<file path="src/rtl/ram_arbiter.sv">
// Two-port arbiter sharing one single-port 4K x 16 RAM; one access per 3 cycles.
// Define RAM_ARBITER_FIXED_PRIO_EN to make A win every contention instead of round-robin.
module ram_arbiter #(
    parameter int unsigned AW = 12,
    parameter int unsigned DW = 16
) (
    input  logic          clk,
    input  logic          reset,
    input  logic          req_a,
    input  logic          req_b,
    input  logic          load_a,
    input  logic          load_b,
    input  logic [AW-1:0] address_a,
    input  logic [AW-1:0] address_b,
    input  logic [DW-1:0] in_a,
    input  logic [DW-1:0] in_b,
    output logic          ack_a,
    output logic          ack_b,
    output logic [DW-1:0] out_a,
    output logic [DW-1:0] out_b,
    output logic [DW-1:0] mem_in,
    output logic [AW-1:0] mem_address,
    output logic          mem_load,
    input  logic [DW-1:0] mem_out
);

    typedef enum logic [1:0] {
        IDLE   = 2'd0,
        ACCESS = 2'd1,
        DONE   = 2'd2
    } state_t;

    state_t state;
    logic   owner_b;
    logic   load_q;
    logic   grant_b;

`ifdef RAM_ARBITER_FIXED_PRIO_EN
    assign grant_b = req_b & ~req_a;
`else
    // last_b set means B was granted last, so A takes the next contention
    logic last_b;
    assign grant_b = req_b & (~req_a | ~last_b);
`endif

    // Write strobe is gated by reset so an aborted access never reaches the RAM
    assign mem_load = load_q & (state == ACCESS) & ~reset;

    always_ff @(posedge clk) begin
        if (reset) begin
            state       <= IDLE;
            ack_a       <= 1'b0;
            ack_b       <= 1'b0;
            out_a       <= '0;
            out_b       <= '0;
            mem_address <= '0;
            mem_in      <= '0;
            load_q      <= 1'b0;
            owner_b     <= 1'b0;
`ifndef RAM_ARBITER_FIXED_PRIO_EN
            last_b      <= 1'b1;
`endif
        end else begin
            ack_a <= 1'b0;
            ack_b <= 1'b0;
            case (state)
                IDLE: begin
                    if (req_a | req_b) begin
                        owner_b     <= grant_b;
                        load_q      <= grant_b ? load_b    : load_a;
                        mem_address <= grant_b ? address_b : address_a;
                        mem_in      <= grant_b ? in_b      : in_a;
                        state       <= ACCESS;
                    end
                end
                ACCESS: begin
                    if (!load_q) begin
                        if (owner_b) out_b <= mem_out;
                        else         out_a <= mem_out;
                    end
                    ack_a <= ~owner_b;
                    ack_b <= owner_b;
                    state <= DONE;
                end
                DONE: begin
`ifndef RAM_ARBITER_FIXED_PRIO_EN
                    last_b <= owner_b;
`endif
                    state  <= IDLE;
                end
                default: state <= IDLE;
            endcase
        end
    end

endmodule

</file>
<file path="config.mk">
export PLATFORM = sky130hd
export DESIGN_NAME = ram_arbiter
export DESIGN_NICKNAME = d
export VERILOG_FILES = /design/src/rtl/ram_arbiter.sv
export SDC_FILE = /design/constraint.sdc
export NUM_CORES = 1
export LEC_CHECK = 0
export BUFFER_PORTS_ARGS = -buffer_cell sky130_fd_sc_hd__buf_2
export CORE_MARGIN = 2
export CORE_UTILIZATION = 48
export DETAILED_ROUTE_END_ITERATION = 8
export GPL_TIMING_DRIVEN = 1
export MAX_ROUTING_LAYER = met4
export PLACE_DENSITY = 0.84
export SYNTH_ARGS = -nofsm -noshare
export SYNTH_HDL_FRONTEND = slang
export SYNTH_SLANG_ARGS = --single-unit
</file>
<file path="constraint.sdc">
create_clock -name clk -period 4.61 [get_ports clk]
set_clock_uncertainty 0.1 [all_clocks]
set_input_delay 0.922 -clock clk [delete_from_list [all_inputs] [get_ports clk]]
set_output_delay 0.922 -clock clk [all_outputs]
set_load 0.05 [all_outputs]
</file>
-- Word level (Yosys, flattened, before mapping)
Cells that the tools add are included.
- bitwise logic cells: 11
- mux-type cells: 5
- equality and inequality tests: 3
- reduce and logical (&&, ||, !) cells: 5
- operator list (cell ; count):
    16-bit 2-to-1 mux ; 1
    12-bit 2-to-1 mux ; 1
    1-bit inverter ; 6
    3-bit AND reduction ; 2
    2-bit one-hot mux with 2 select lines ; 1
    1-bit bitwise AND ; 3
    2-bit by 1-bit equality test with 1-bit output, second input constant ; 1
    2-bit equality test, second input constant ; 1
    2-bit zero test ; 1
    2-bit 2-to-1 mux ; 1
    2-bit inequality test, second input constant ; 1
    1-bit bitwise OR ; 2
    2-bit AND reduction ; 1
    2-bit OR reduction ; 1
    1-bit 2-to-1 mux ; 1
- bits of input ports: 78
- bits in registers: 67
- logic and storage cells: 34

-- Longest topological paths before layout
- depth after elaboration: 4
- gate-level depth with buffers: 5

-- Worst setup path after synthesis
No wires, ideal clock.
- path type: in2out
- from: input port reset
- to: output port mem_load
- required time: 3588 ps
- path slack: 1949 ps
- stages: 2
- arrival time: 1639 ps
- path buffers: 0
- cell sequence: nor3b_1 and2_1
- word-level cells in the longest chain between the ends: 2
- RTL lines (what ; RTL line ; text):
    start, declared ; 8 ; input logic reset,
    1-bit inverter ; 47 ; assign mem_load = load_q & (state == ACCESS) & ~reset;
    1-bit bitwise AND ; 47 ;
    end, declared ; 23 ; output logic mem_load,
No other way between the ends.

-- Final worst setup path
Same ends and word-level chain as after synthesis.

==> results.md <==
Run status:
- The run finished with clean final reports.

Pwr:
- For this design the ratio of total power to cell area is around 430 mW/mm^2.
- The worst-case vdd ir drop is around 0.00024 V.
- Summing internal, switching and leakage power gives ~1.6 mW.
- The analysis attributes to cell leakage a power of ~1.7 nW.

Timing:
- The count of final max-slew check failures was 0.
- Setup repair after global routing left no endpoint under its margin.
- The worst-case hold slack is between 0.3 and 0.4 ns.
- Dividing the final minimum period by the clock period gives 0.5983.
- The sum of negative setup slack is 0 ns.
- The final period demand of the worst path is roughly 2.8 ns.
- The final worst setup slack is 1.852 ns.
- For the pin with the worst max-slew slack, the measured transition is roughly 1.2 ns.
- The number of setup violations in the final report is 0.
- The number of hold violations in the final report is 0.
- The relative max-transition margin is 0.1767.
- The achievable frequency is 362.6 MHz.

Synthesis:
- The total number of yosys warnings is 0.
- The synthesized netlist cell count is roughly 330.
- The number of library cell types mapped by synthesis is 25.
- The number of nets in the synthesized netlist is between 400 and 500.
- The part of the Yosys area used for sequential elements is 0.4895.
- Counting flops and latches in the post-synthesis netlist gives 67.
- The post-synthesis average cell area is 8.329 sq um.
- The post-synthesis instance area is about 0.0027 sq mm.

Clock network:
- The TritonCTS clock tree is done.
- The post-CTS setup-driven buffer insertion count is 0.
- The buffer cell driving the clock tree root is sky130_fd_sc_hd__clkbuf_8.
- For the worst-skew pair, the clock arrives at the later sink with an insertion delay of between 0.3 and 0.4 ns.
- Clock-pin slew was measured on the worst setup and hold paths at approximately 0.070 ns.
- The number of gates resized after CTS was 0.
- The number of hold-repair buffers added at the cts stage is 0.
- The clock net sink count is 67.
- The H-tree was split into 3 levels.
- The number of buffers created by CTS is 9.
- The maximum clock insertion buffer count is 2.

Job:
- The number of max-cap violations is 0.

Place:
- The final weighted congestion in routability-driven placement is 0.7890.
- The number of I/O port buffers is 140.
- OpenSTA, run right after detailed placement, puts the worst setup slack at approximately 1.8 ns.
- The wire-length estimate of the detail-placed layout is between 4 and 5 mm.

Drt:
- Using the TritonRoute via totals, the vias-per-cell ratio works out to 5.220.
- The detailed router finished its first iteration with 160 violations.
- The routed wire length on met3 is between 500 and 600 um.
- The final layout contains routed wiring with a total length of 7.116 mm.
- After detailed routing, no signal wire sits above met4.
- After detailed routing, the number of remaining DRC violations is 0.
- The met2 wirelength from detailed routing is roughly 3.4 mm.
- The total number of vias is between 2000 and 3000.
- The number of antenna-violating nets in the routed design is 0.
- Dividing the detail-routed wire length by the instance count gives between 10 and 15 um.
- The sum of routed wire segments on met1 is between 3 and 4 mm.
- The pre-antenna-repair detailed-routing pass consisted of 5 iterations.

Worst setup path:
- The cell type with the highest occurrence count on the critical path is sky130_fd_sc_hd__buf_2.
- The critical path required time is 3.59 ns.
- In this run the number of cells on the critical path is 4.
- In this run the worst setup path terminates at mem_load.
- The cell with the largest stage delay on the worst path is sky130_fd_sc_hd__nor3b_1.
- In this run the critical register-to-register path is captured at mem_in[14].
- Traced cell by cell, the critical path runs through buf_2, nor3b_1, and2_1, buf_2.
- For the worst flop-to-flop path, the logic depth is 3.
- Along the worst path, the maximum fanout reaches 4.
- STA classifies the critical path startpoint as an input port.
- The nature of the critical path endpoint is a primary output.
- The total buffers and inverters traversed by the critical path is 2.
- The worst setup path is of the in2out kind.
- Setup slack on the worst reg-to-reg path comes out at around 2.7 ns.
- The arrival time of data at the critical path endpoint is approximately 1.7 ns.
- In this run the critical register-to-register path is launched from last_b.
- In this run the worst setup path begins at reset.
- The largest single stage delay on the critical path is ~0.28 ns.
- The kind of cell adding the most delay to the critical path is simple AND/OR/NAND/NOR gates.

Layout:
- The fill cell total of the finished layout is about 450.
- The share of post-route cells with drive strength above 1 is 0.4031.
- The sequential standard cell area is between 0.001 and 0.0015 sq mm.
- The diode insertion count for antenna repair is 0.
- The net count of the finished layout is ~530.
- The growth of design area from synthesis to finish is 33.84%.
- The multi-input logic area is between 0.001 and 0.0015 sq mm.

Min path:
- The path class of the lowest-slack min-delay path is reg2reg.
- The hold path depth is 2.

GRT:
- The global-route congestion overflow total is 0.
- Entering global routing, the biggest net connects 65 pins.
- The total global routing track utilization is 0.2303.
- The number of antenna violations at the first check in global routing came to 0.
- The number of global-route vias before repair is between 2000 and 3000.
- The wire length of the first global-routing pass is around 11 mm.

Floorplan:
- In this run the core area contains 27 standard-cell rows.
- The horizontal die dimension is 79.56 um.
- The effective utilization at floorplan is 0.4976.
- The I/O pin count is 141.
- The core region is between 0.005 and 0.006 sq mm.
- The floorplan step defined a die boundary enclosing 0.006329 sq mm.
- The y dimension of the die is 79.56 um.
placed cells by master (no fill, tap or decap), types with 2 or more instances in the layout:
cell type,instances
sky130_fd_sc_hd__dfxtp_1,67
sky130_fd_sc_hd__a21oi_1,52
sky130_fd_sc_hd__nand2_1,112
sky130_fd_sc_hd__a21bo_2,2
sky130_fd_sc_hd__nand2_2,10
sky130_fd_sc_hd__buf_2,140
sky130_fd_sc_hd__and2_1,3
sky130_fd_sc_hd__a311oi_1,28
sky130_fd_sc_hd__clkbuf_1,2
sky130_fd_sc_hd__nor2b_1,3
sky130_fd_sc_hd__clkbuf_8,10
sky130_fd_sc_hd__a21oi_2,10
sky130_fd_sc_hd__bufinv_16,3
sky130_fd_sc_hd__buf_4,4
registers in the layout, summed over array words and instances, names as in the netlist:
register,cells
load_q,1
out_a,16
state,2
ack_a,1
last_b,1
mem_address,12
mem_in,16
owner_b,1
ack_b,1
out_b,16
power breakdown:
group	switching [mW]	internal (mW)	total, mW
Clock	0.215	0.375	0.590
Combinational	0.252	0.100	0.352
Sequential	0.0287	0.622	0.651
area by class of cell:
type	instances	area share
sequential	67	0.3657
timing repair buffer	144	0.1992
clock buffer	12	0.03958
clock inverter	4	0.02661
multi-input combinational	232	0.3443
tap	72	0.02456
kinds of logic after synthesis:
| kind of cell | Yosys count | synth area share |
|---|---|---|
| simple gates | 137 | 0.2210 |
| buf+inv | 30 | 0.05434 |
| flops | 67 | 0.4895 |
| compound gates | 95 | 0.2352 |
worst min-delay path: cells and delay by family (launching register included):
| family | cells | cell delay [ns] |
|---|---|---|
| flip-flops | 1 | 0.31 |
| AND/OR/NAND/NOR | 1 | 0.05 |
| AO/OA/AOI/OAI | 1 | 0.05 |
how the worst min path moves through the flow:
stage,start,end,slack [ns]
final,out_b[8],out_b[8],0.35
after global routing,out_b[3],out_b[3],0.37
after global placement,out_b[1],out_b[1],0.34
after CTS,out_b[0],out_b[0],0.35
after floorplan,state[0],state[1],0.44
after detailed placement,out_b[12],out_b[12],0.34
cells in the mapped netlist:
cell                        number  area [sq um]
sky130_fd_sc_hd__nor4bb_1        1         10.01
sky130_fd_sc_hd__clkbuf_1       18         67.56
sky130_fd_sc_hd__a311oi_2        1         15.01
sky130_fd_sc_hd__a21boi_1        1         7.510
sky130_fd_sc_hd__nor2_1          1         3.750
sky130_fd_sc_hd__buf_6           1         11.26
sky130_fd_sc_hd__and2_1          3         18.77
sky130_fd_sc_hd__a21bo_2         2         20.02
sky130_fd_sc_hd__nand3_1         1         5.000
sky130_fd_sc_hd__buf_12          1         20.02
sky130_fd_sc_hd__a21oi_2        10         87.58
sky130_fd_sc_hd__a21oi_1        52         260.3
sky130_fd_sc_hd__nand4bb_1       1         11.26
sky130_fd_sc_hd__and2b_1         1         7.510
sky130_fd_sc_hd__nand2_1       112         420.4
sky130_fd_sc_hd__or2_1           1         6.260
sky130_fd_sc_hd__dfxtp_1        67          1341
sky130_fd_sc_hd__nor4b_4         1         23.77
sky130_fd_sc_hd__a211o_1         1         8.760
sky130_fd_sc_hd__or4b_1          1         10.01
sky130_fd_sc_hd__a311oi_1       28         245.2
sky130_fd_sc_hd__nor2b_1         3         18.77
sky130_fd_sc_hd__nor3b_1         1         7.510
sky130_fd_sc_hd__nand2_2        10         62.56
sky130_fd_sc_hd__buf_2          10         50.05
stage by stage:
step | utilization | std cells | area [sq um]
floorplan | - | 329 | 2740
global placement | 0.6219 | 515 | 3425
detailed placement | 0.6219 | 515 | 3425
CTS | 0.6660 | 531 | 3667
global route | 0.6660 | 531 | 3667
finish | 0.6660 | 531 | 3667
routing by layer:
metal  vias up  global-route usage
met5         -                   -
met4         0             0.09828
met1      1245              0.2811
li1       1381                   -
met2       126              0.3647
met3        20             0.05543
(Power assumes the default switching activity.)
